**config.mk**
```make
export PLATFORM = sky130hd
export DESIGN_NAME = mem_wb_stage
export DESIGN_NICKNAME = d
export VERILOG_FILES = /design/src/rtl/mem_wb_stage.sv
export SDC_FILE = /design/constraint.sdc
export NUM_CORES = 1
export LEC_CHECK = 0
export ABC_AREA = 1
export BUFFER_PORTS_ARGS = -buffer_cell sky130_fd_sc_hd__buf_4
export CAP_MARGIN = 20
export CORE_MARGIN = 2
export CORE_UTILIZATION = 43
export CTS_CLUSTER_SIZE = 24
export DETAILED_ROUTE_END_ITERATION = 16
export GPL_TIMING_DRIVEN = 0
export PLACE_DENSITY = 0.85
export REMOVE_ABC_BUFFERS = 1
export SKIP_CTS_REPAIR_TIMING = 1
export SLEW_MARGIN = 15
export SYNTH_ARGS = -nofsm -noshare
export SYNTH_HDL_FRONTEND = slang
export SYNTH_SLANG_ARGS = --single-unit
export TNS_END_PERCENT = 30
```
**constraint.sdc**
```tcl
create_clock -name clk -period 1.45 [get_ports clk]
set_input_delay 0.29 -clock clk [delete_from_list [all_inputs] [get_ports clk]]
set_output_delay 0.29 -clock clk [all_outputs]
set_load 0.02 [all_outputs]
```
**src/rtl/mem_wb_stage.sv**
```systemverilog
// Memory-access stage with MEM/WB pipeline register: issues loads/stores on a
// req/ack bus, stalls upstream while an access is outstanding, and times out dead accesses.
module mem_wb_stage #(
  parameter int unsigned TIMEOUT    = 16,
  parameter int unsigned WORD_WIDTH = 32,
  parameter int unsigned REG_SIZE   = 5
) (
  input  logic                  clk,
  input  logic                  rst,
  input  logic                  Regfile_weM,
  input  logic                  DataMem_weM,
  input  logic                  memReadM,
  input  logic [REG_SIZE-1:0]   wirteRegAddrM,
  input  logic [WORD_WIDTH-1:0] aluOutM,
  input  logic [WORD_WIDTH-1:0] writeDataM,
  output logic                  stallM,
  output logic                  dmem_req,
  output logic                  dmem_we,
  output logic [WORD_WIDTH-1:0] dmem_addr,
  output logic [WORD_WIDTH-1:0] dmem_wdata,
  input  logic                  dmem_ack,
  input  logic [WORD_WIDTH-1:0] dmem_rdata,
  output logic                  validW,
  output logic                  Regfile_weW,
  output logic [REG_SIZE-1:0]   wirteRegAddrW,
  output logic [WORD_WIDTH-1:0] resultW,
  output logic                  bus_err
);

  typedef enum logic {
    S_IDLE,
    S_WAIT
  } state_t;

  localparam logic [7:0] TO_LAST = 8'(TIMEOUT - 1);

  state_t     state_q, state_d;
  logic [7:0] count;
  logic       memop;
  logic       timeout_hit;

  assign memop       = DataMem_weM | memReadM;
  assign timeout_hit = (state_q == S_WAIT) && (count == TO_LAST);

  // NOTE: every output of this block gets a default first, so no path leaves
  // a value unassigned and no latch is inferred.
  always_comb begin
    state_d = state_q;
    stallM  = 1'b0;
    case (state_q)
      S_IDLE: begin
        stallM = memop;
        if (memop) state_d = S_WAIT;
      end
      S_WAIT: begin
        stallM = ~dmem_ack & ~timeout_hit;
        if (dmem_ack || timeout_hit) state_d = S_IDLE;
      end
      default: state_d = S_IDLE;
    endcase
    if (!rst) stallM = 1'b0;
  end

  // NOTE: sequential state uses non-blocking assignments so every register
  // samples pre-edge values regardless of statement order.
  always_ff @(posedge clk or negedge rst) begin
    if (!rst) begin
      state_q       <= S_IDLE;
      count         <= '0;
      dmem_req      <= 1'b0;
      dmem_we       <= 1'b0;
      dmem_addr     <= '0;
      dmem_wdata    <= '0;
      validW        <= 1'b0;
      Regfile_weW   <= 1'b0;
      wirteRegAddrW <= '0;
      resultW       <= '0;
      bus_err       <= 1'b0;
    end else begin
      state_q <= state_d;
      case (state_q)
        S_IDLE: begin
          if (memop) begin
            dmem_req    <= 1'b1;
            dmem_we     <= DataMem_weM;
            dmem_addr   <= aluOutM;
            dmem_wdata  <= writeDataM;
            count       <= '0;
            validW      <= 1'b0;
            Regfile_weW <= 1'b0;
          end else begin
            validW        <= 1'b1;
            Regfile_weW   <= Regfile_weM;
            wirteRegAddrW <= wirteRegAddrM;
            resultW       <= aluOutM;
          end
        end
        S_WAIT: begin
          // An ack in the timeout cycle still completes the access normally.
          if (dmem_ack) begin
            dmem_req      <= 1'b0;
            validW        <= 1'b1;
            Regfile_weW   <= Regfile_weM;
            wirteRegAddrW <= wirteRegAddrM;
            resultW       <= dmem_we ? aluOutM : dmem_rdata;
          end else if (timeout_hit) begin
            dmem_req    <= 1'b0;
            validW      <= 1'b1;
            Regfile_weW <= 1'b0;
            resultW     <= '0;
            bus_err     <= 1'b1;
          end else if (count != 8'hFF) begin
            count <= count + 8'd1;
          end
        end
        default: ;
      endcase
    end
  end

endmodule

```
==> results.md, run 1 <==
* Outcome: complete, but fails checks
* Violated checks: hold timing, setup timing
* Synthesized instance count at 494
* Top-level port count at between 200 and 250
* Placed wire-length estimate at ~9.5 mm
* Arrival time of data at the critical path endpoint at approximately 1.7 ns
* Most numerous cell in the Yosys netlist: sky130_fd_sc_hd__nand2_1
* Most used standard cells in the synthesized netlist: sky130_fd_sc_hd__nand2_1 (133), sky130_fd_sc_hd__dfrtp_1 (115), sky130_fd_sc_hd__o21ai_0 (58), sky130_fd_sc_hd__mux2_2 (45), sky130_fd_sc_hd__nor2_1 (35)
* HP Class: primary input to async pin
* Count of H-tree levels built during CTS at 4
* Wire length of the first global-routing pass at about 22 mm
* Maximum clock frequency at just under 0.5 GHz
* Buffers from clock root to sink, at most at 2
* Crit Path Max Fanout at 5
* Initial cell density of the core at around 44%
* Number of buffers inserted during clock tree synthesis at 17
* Global route total overflow at 0
* Final hold viol count at 54
* First-pass iteration count of the detailed router at 5
* Routability Congestion at around 0.84
* Number of enable-type register cells in the synthesized netlist at 0
* Clock tree from TritonCTS: done
* Clock insertion delay at the later pin of the skew report at 0.42 ns
* Actual transition at the worst max-transition pin at 0.537 ns
* Routed wire per std cell at between 15 and 20 um
* Fin cells at about 900
* Element type at the critical path start: flip-flop
* Critical Path RT at approximately 1.2 ns
* Area of the mapped netlist at 5030 um2
* Worst Slack Setup Final at -0.580 ns
* Y dimension of the die at ~110 um
* Total routing resource utilization after global routing at around 22%
* Pins over their slew limit at 0
* Sinks on the clock net at roughly 120
* Via count of the first global-routing pass at 4462
* Netlist cell types at 31
* Synth top area share at 57.2%
* Number of nets in the finished design at about 850
* Clock period minus worst slack at between 2 and 2.5 ns
* Via count of the routed design at about 4500
* Number of violations of the max-capacitance limit at 0
* Number of placed cells counting well taps at 830
* Post-synthesis to final-layout area growth at 55.0%
* Clk slew on worst S/H paths at about 0.050 ns
* Area enclosed by the die boundary at 12600 um2
* Async SR Flop Fraction at between 90% and 100%
* Count of fill cells added during filler insertion at about 850
* DRC viols at 0
* Post-synthesis area per instance at ~10 um2
* Dominant register cell in the synthesized netlist: sky130_fd_sc_hd__dfrtp_1
* Multi-input logic area at 2020 um2
* 1st-iter DRT viols at 220
* Final worst clock skew at 0.00980 ns
* Area of the core at between 10000 and 15000 um2
* Number of antenna violations at the first check in global routing at 0
* Total number of placement rows at 39
* Port buffer count at about 210
* Largest net degree at the start of global routing at between 60 and 70
* Final Util at about two thirds
* Routed vias/inst at 5.02
* Root buffer cell: sky130_fd_sc_hd__clkbuf_16
* RSZ-0062 raised after global routing: yes
* Power density over cell area at 2050 nW/um2
* Number of antenna cells inserted at 0
* Portion of the post-synthesis area used by sequential elements at about 57%
* Min Hold Slack at -0.167 ns
* Share of the clock period used by the worst path at 140%
* Number of flip-flops and latches in the synthesized netlist at between 100 and 150
* Total leakage power at 0.00393 uW
* DIE WIDTH at roughly 110 um
* Total routed wirelength at 14.9 mm
* Fraction of final layout cells with drive strength greater than 1 at between 40% and 50%
* Final setup violation count at 87
* Final antenna-violating net count at 0
* Worst Path Class, Setup: flip-flop to output pin
* Storage element area at around 2900 um2
* Cell type with the largest total area after synthesis: sky130_fd_sc_hd__dfrtp_1
* Kind of end point of the critical path: output pin
* Synth warn at 0
* Rel. slew slack at ~64%
* Worst voltage drop across the vdd grid at ~1.3 mV
* Main area contributors after synthesis: sky130_fd_sc_hd__dfrtp_1 (57%), sky130_fd_sc_hd__mux2_2 (10%), sky130_fd_sc_hd__nand2_1 (9.9%)
path summary, 6_finish.rpt:
check                                          from  cells after the start                      endpoint  slack (ns)
hold reg to reg            dmem_addr[5]$_DFFE_PN0P_                      2      dmem_addr[5]$_DFFE_PN0P_        0.48
hold / removal                                  rst                      1       resultW[11]$_DFFE_PN0P_       -0.17
setup reg to reg               count[0]$_DFFE_PN0P_                      8          count[2]$_DFFE_PN0P_       -0.18
min in group clk                   wirteRegAddrM[3]                      3  wirteRegAddrW[3]$_DFFE_PN0P_        0.08
max in group asynchronous                       rst                      2     dmem_addr[31]$_DFFE_PN0P_        0.93
setup / recovery               count[0]$_DFFE_PN0P_                      9                        stallM       -0.58
state kept, by name (all words and copies together) (netlist names):
name and cells:
dmem_addr 32, dmem_we 1, wirteRegAddrW 5, bus_err 1, dmem_wdata 32, dmem_req 1, state_q 1, resultW 32
count 8, validW 1, Regfile_weW 1
cells in the final DEF, fill, tap and decap left out, drive strengths merged:
cell type and n:
a22oi 1, buf 246, bufinv 2, clkbuf 20
clkinv 8, clkinvlp 5, dfrtp 115, ha 1
inv 32, mux2 45, nand2 145, nand3 12
nand4 1, nor2 39, o21ai 83, o21bai 1
power by group:
group | total, uW | switching (uW) | internal, uW | leakage (uW)
clock | 4120 | 1510 | 2600 | 0.000277
sequential | 5120 | 728 | 4400 | 0.00139
combinational | 6730 | 3750 | 2980 | 0.00226
area by class of cell:
class | count | share of cell area, %
repair buffers | 247 | 25.3
clock inverters | 13 | 1.73
well taps | 143 | 2.30
multi-input cells | 328 | 25.9
inverters | 33 | 1.91
repair inverters | 1 | 0.112
clock buffers | 19 | 5.81
flip-flops and latches | 115 | 36.9
critical path: stages, from the launching register on:
cell                       delay [ns]
sky130_fd_sc_hd__dfrtp_1         0.37
sky130_fd_sc_hd__ha_2            0.22
sky130_fd_sc_hd__nand2_4         0.07
sky130_fd_sc_hd__nor2_4          0.15
sky130_fd_sc_hd__nand3_4         0.11
sky130_fd_sc_hd__nand2_8         0.11
sky130_fd_sc_hd__nand2_8         0.08
sky130_fd_sc_hd__clkinv_8        0.06
sky130_fd_sc_hd__nor2_4          0.03
sky130_fd_sc_hd__buf_6           0.12
routing by layer:
metal	share of wire (%)	vias up	wire length (um)	global-route usage [%]
met1	37	2195	5570	24.0
met2	53	181	7840	38.2
met3	7.6	31	1130	8.10
met4	2.4	0	350	9.67
li1	-	2105	-	-
met5	0	-	0	0
per-stage QoR:
step           worst slack (ns)  TNS (ns)  area (um2)  hold WS (ns)  power (uW)
4_1_cts                   -1.01    -34.46        7300        -0.153       15300
5_1_grt                  -0.647    -14.56        7790        -0.133       16700
6_report                 -0.580     -9.29        7790        -0.167       16000
2_1_floorplan             -1.08    -83.53        4840      -0.00559        8250
3_5_place_dp             -0.705    -32.53        6710         0.288       11200
3_3_place_gp              -2.23   -198.36        6620         0.460       10900
cell families (layout without fill, tap and decap cells):
group | after synthesis | after routing | synth area share [%]
mux | 45 | 45 | 10.1
flops | 115 | 115 | 57.2
compound gates | 85 | 85 | 9.31
fa+ha+maj | 1 | 1 | 0.249
buf+inv | 57 | 313 | 6.47
simple gates | 191 | 197 | 16.7
(Power assumes the default switching activity.)
==> run 2: changes to the inputs <==
Settings changed: ABC_AREA 1 to 0, PLACE_DENSITY 0.85 to 0.86.
==> run 2 against run 1 <==
Compared with the run above:
- the flow still finishes with violations (hold timing, setup timing)
- count of clock-buffer cells in the layout did not move
- critical path type unchanged
- cell count rose by 2.4%
- wire length rose by 9.0%
- combinational power fell by 5.5%
- core utilization rose by 6.3 points
- critical path depth fell by 4
- sequential cell count did not move
==> results.md, run 2 <==
* Outcome: complete, but fails checks
* Violated checks: hold timing, setup timing
* Endpoint of the worst-slack reg-to-reg timing path: count[0]$_DFFE_PN0P_
* Routability Congestion at 0.804 (-3.8%)
* Clock insertion delay at the later pin of the skew report at 0.51 ns (+0.09 ns)
* Synth warn at 0 (unchanged)
* Rel. slew slack at 65.5% (+1.3 points)
* Number of antenna cells inserted at 0 (unchanged)
* Synthesized instance count at 476 (-3.6%)
* Commonest non-fill, non-tap cell in the layout: sky130_fd_sc_hd__buf_4
* Initial cell density of the core at 44.2% (+0.18 points)
* Number of nets in the finished design at 876 (+2.9%)
* Number of buffers inserted during clock tree synthesis at 17 (unchanged)
* Crit path cell chain: or4_4 > o21ai_4 > nand2_8 > and2_4 > buf_6
* Longest individual stage delay on the worst path at 0.56 ns (+0.19 ns)
* 1st-iter DRT viols at 403 (+83%)
* Worst voltage drop across the vdd grid at 1.37 mV (+6.2%)
* Top-level port count at 214 (unchanged)
* Critical Path RT at 1.16 ns (about the same)
* Worst Path Class, Setup: flip-flop to output pin
* Post-synthesis area per instance at 10.1 um2 (-0.63%)
* Global route total overflow at 0 (unchanged)
* Wire length of the first global-routing pass at 20.1 mm (-7.2%)
* Portion of the post-synthesis area used by sequential elements at 59.8% (+2.5 points)
* Via count of the first global-routing pass at 4218 (-5.5%)
* FF-to-FF setup slack at -0.56 ns (-0.38 ns)
* Count of H-tree levels built during CTS at 4 (unchanged)
* Worst r2r path cells at 5 (-3)
* First-pass iteration count of the detailed router at 5 (unchanged)
* Final worst clock skew at 0.00533 ns (-0.00447 ns)
* Final setup violation count at 85 (-2.3%)
* DRC viols at 0 (unchanged)
* Power density over cell area at 1920 nW/um2 (-6.3%)
* Number of flip-flops and latches in the synthesized netlist at 115 (unchanged)
* Worst Slack Setup Final at -0.947 ns (-0.368 ns)
* Number of enable-type register cells in the synthesized netlist at 0 (unchanged)
* Fraction of final layout cells with drive strength greater than 1 at 38.3% (-11 points)
* Number of violations of the max-capacitance limit at 0 (unchanged)
* Routed vias/inst at 5.11 (+1.8%)
* Top Registers: dmem_addr x32, dmem_wdata x32, resultW x32
* Count of fill cells added during filler insertion at 664 (-22%)
* Sinks on the clock net at 115 (unchanged)
* Total routed wirelength at 16.2 mm (+9.0%)
* Area enclosed by the die boundary at 12100 um2 (-4.1%)
* Final standard cell area without fillers at 8110 um2 (+4.1%)
* Actual transition at the worst max-transition pin at 0.517 ns (-0.0199 ns)
* Async SR Flop Fraction at 100% (unchanged)
* Final hold viol count at 54 (unchanged)
* Pins over their slew limit at 0 (unchanged)
* Area of the mapped netlist at 4810 um2 (-4.3%)
* HP Class: primary input to async pin
* Port buffer count at 213 (unchanged)
* Crit path launch: count[5]$_DFFE_PN0P_
* Crit Reg-Reg Startpoint: count[5]$_DFFE_PN0P_
* Crit Path Max Fanout at 3 (-2)
* Kind of end point of the critical path: output pin
* Number of antenna violations at the first check in global routing at 0 (unchanged)
* Slowest CP cell: sky130_fd_sc_hd__or4_4
* DIE WIDTH at 110 um (-2.1%)
* Via count of the routed design at 4707 (+4.3%)
* Dominant register cell in the synthesized netlist: sky130_fd_sc_hd__dfrtp_1
* Most frequent cells in the layout: sky130_fd_sc_hd__buf_4 (230), sky130_fd_sc_hd__nand2_1 (196), sky130_fd_sc_hd__dfrtp_1 (112)
* Root buffer cell: sky130_fd_sc_hd__clkbuf_8
* Area of the core at 10900 um2 (-4.6%)
* RSZ-0062 raised after global routing: yes
* Total leakage power at 0.00434 uW (+10%)
* Maximum clock frequency at 0.417 GHz (-15%)
* Cell type with the largest total area after synthesis: sky130_fd_sc_hd__dfrtp_1
* Clock period minus worst slack at 2.40 ns (+0.368 ns)
* Clk slew on worst S/H paths at 0.06 ns (about the same)
* Y dimension of the die at 110 um (-2.1%)
* Main area contributors after synthesis: sky130_fd_sc_hd__dfrtp_1 (60%), sky130_fd_sc_hd__nand2_1 (15%), sky130_fd_sc_hd__mux2i_1 (7.1%)
* Placed inst area at 6640 um2 (-1.2%)
* Element type at the critical path start: flip-flop
* Total number of placement rows at 38 (-2.6%)
* Clock tree from TritonCTS: done
* Power Total at 15600 uW (-2.5%)
* Most numerous cell in the Yosys netlist: sky130_fd_sc_hd__nand2_1
* Post-route setup TNS at -20.91 ns (-11.62 ns)
* Synth top area share at 59.8% (+2.5 points)
* Min Hold Slack at -0.269 ns (-0.102 ns)
* Final antenna-violating net count at 0 (unchanged)
* Largest net degree at the start of global routing at 117 (+86%)
* Most used standard cells in the synthesized netlist: sky130_fd_sc_hd__nand2_1 (197), sky130_fd_sc_hd__dfrtp_1 (115), sky130_fd_sc_hd__mux2i_1 (34), sky130_fd_sc_hd__o2bb2ai_1 (22), sky130_fd_sc_hd__clkbuf_1 (21)
* Arrival time of data at the critical path endpoint at 2.11 ns (+0.37 ns)
* Post-Place Setup Slack at -1.61 ns (-0.906 ns)
* Post-synthesis to final-layout area growth at 68.5%
* Routed wire per std cell at 17.6 um (+6.4%)
* Share of the clock period used by the worst path at 165% (+25 points)
* Netlist cell types at 33 (+6.5%)
* Total routing resource utilization after global routing at 21.9% (-0.066 points)
* Placed wire-length estimate at 9.43 mm (-1.2%)
* Buffers from clock root to sink, at most at 2 (unchanged)
-- run 2: stage by stage --
stage	cells	utilization, %
4_1_cts	838	66.4
3_5_place_dp	806	60.9
5_1_grt	921	74.5
2_1_floorplan	448	-
3_3_place_gp	801	59.5
6_report	921	74.5
-- run 2: how the worst max path moves through the flow --
stage,depth (start not counted),endpoint
finish,5,stallM
global route,5,stallM
CTS,5,stallM
detailed placement,5,stallM
global placement,5,stallM
floorplan,3,stallM
-- run 2: cell type report --
class                   instances  area (um2)  area share (%)
clock buffers                  19         432            5.32
clock inverters                13         160            1.97
inverters                       7        26.3           0.324
multi-input cells             329        1940            23.9
flip-flops and latches        115        2880            35.5
well taps                     140         175            2.16
repair buffers                298        2500            30.8
-- run 2: power breakdown --
| group | switching [uW] | internal [uW] | leakage (uW) |
|---|---|---|---|
| registers | 749 | 4330 | 0.00142 |
| clock network | 1490 | 2650 | 0.000276 |
| logic | 3520 | 2840 | 0.00264 |
-- run 2: cells by family after synthesis --
group	count (synthesis)	synth area share, %
multiplexers	41	8.78
adder cells (fa/ha/maj)	1	0.260
flip-flops	115	59.8
AND/OR/NAND/NOR	231	19.2
buffers and inverters	35	2.91
AO/OA/AOI/OAI	53	9.04
-- run 2: layer usage --
layer	vias up	GRT usage, %	share of wire, %
met1	2285	25.2	38
met2	214	38.4	53
met3	29	5.81	6.8
li1	2179	-	-
met5	-	0	0
met4	0	8.77	2.0
-- run 2: worst max-delay path, delay by kind of cell (launching register included) --
family | cells | cell delay (ns)
flops | 1 | 0.42
simple gates | 3 | 0.81
buf+inv | 1 | 0.12
compound gates | 1 | 0.25
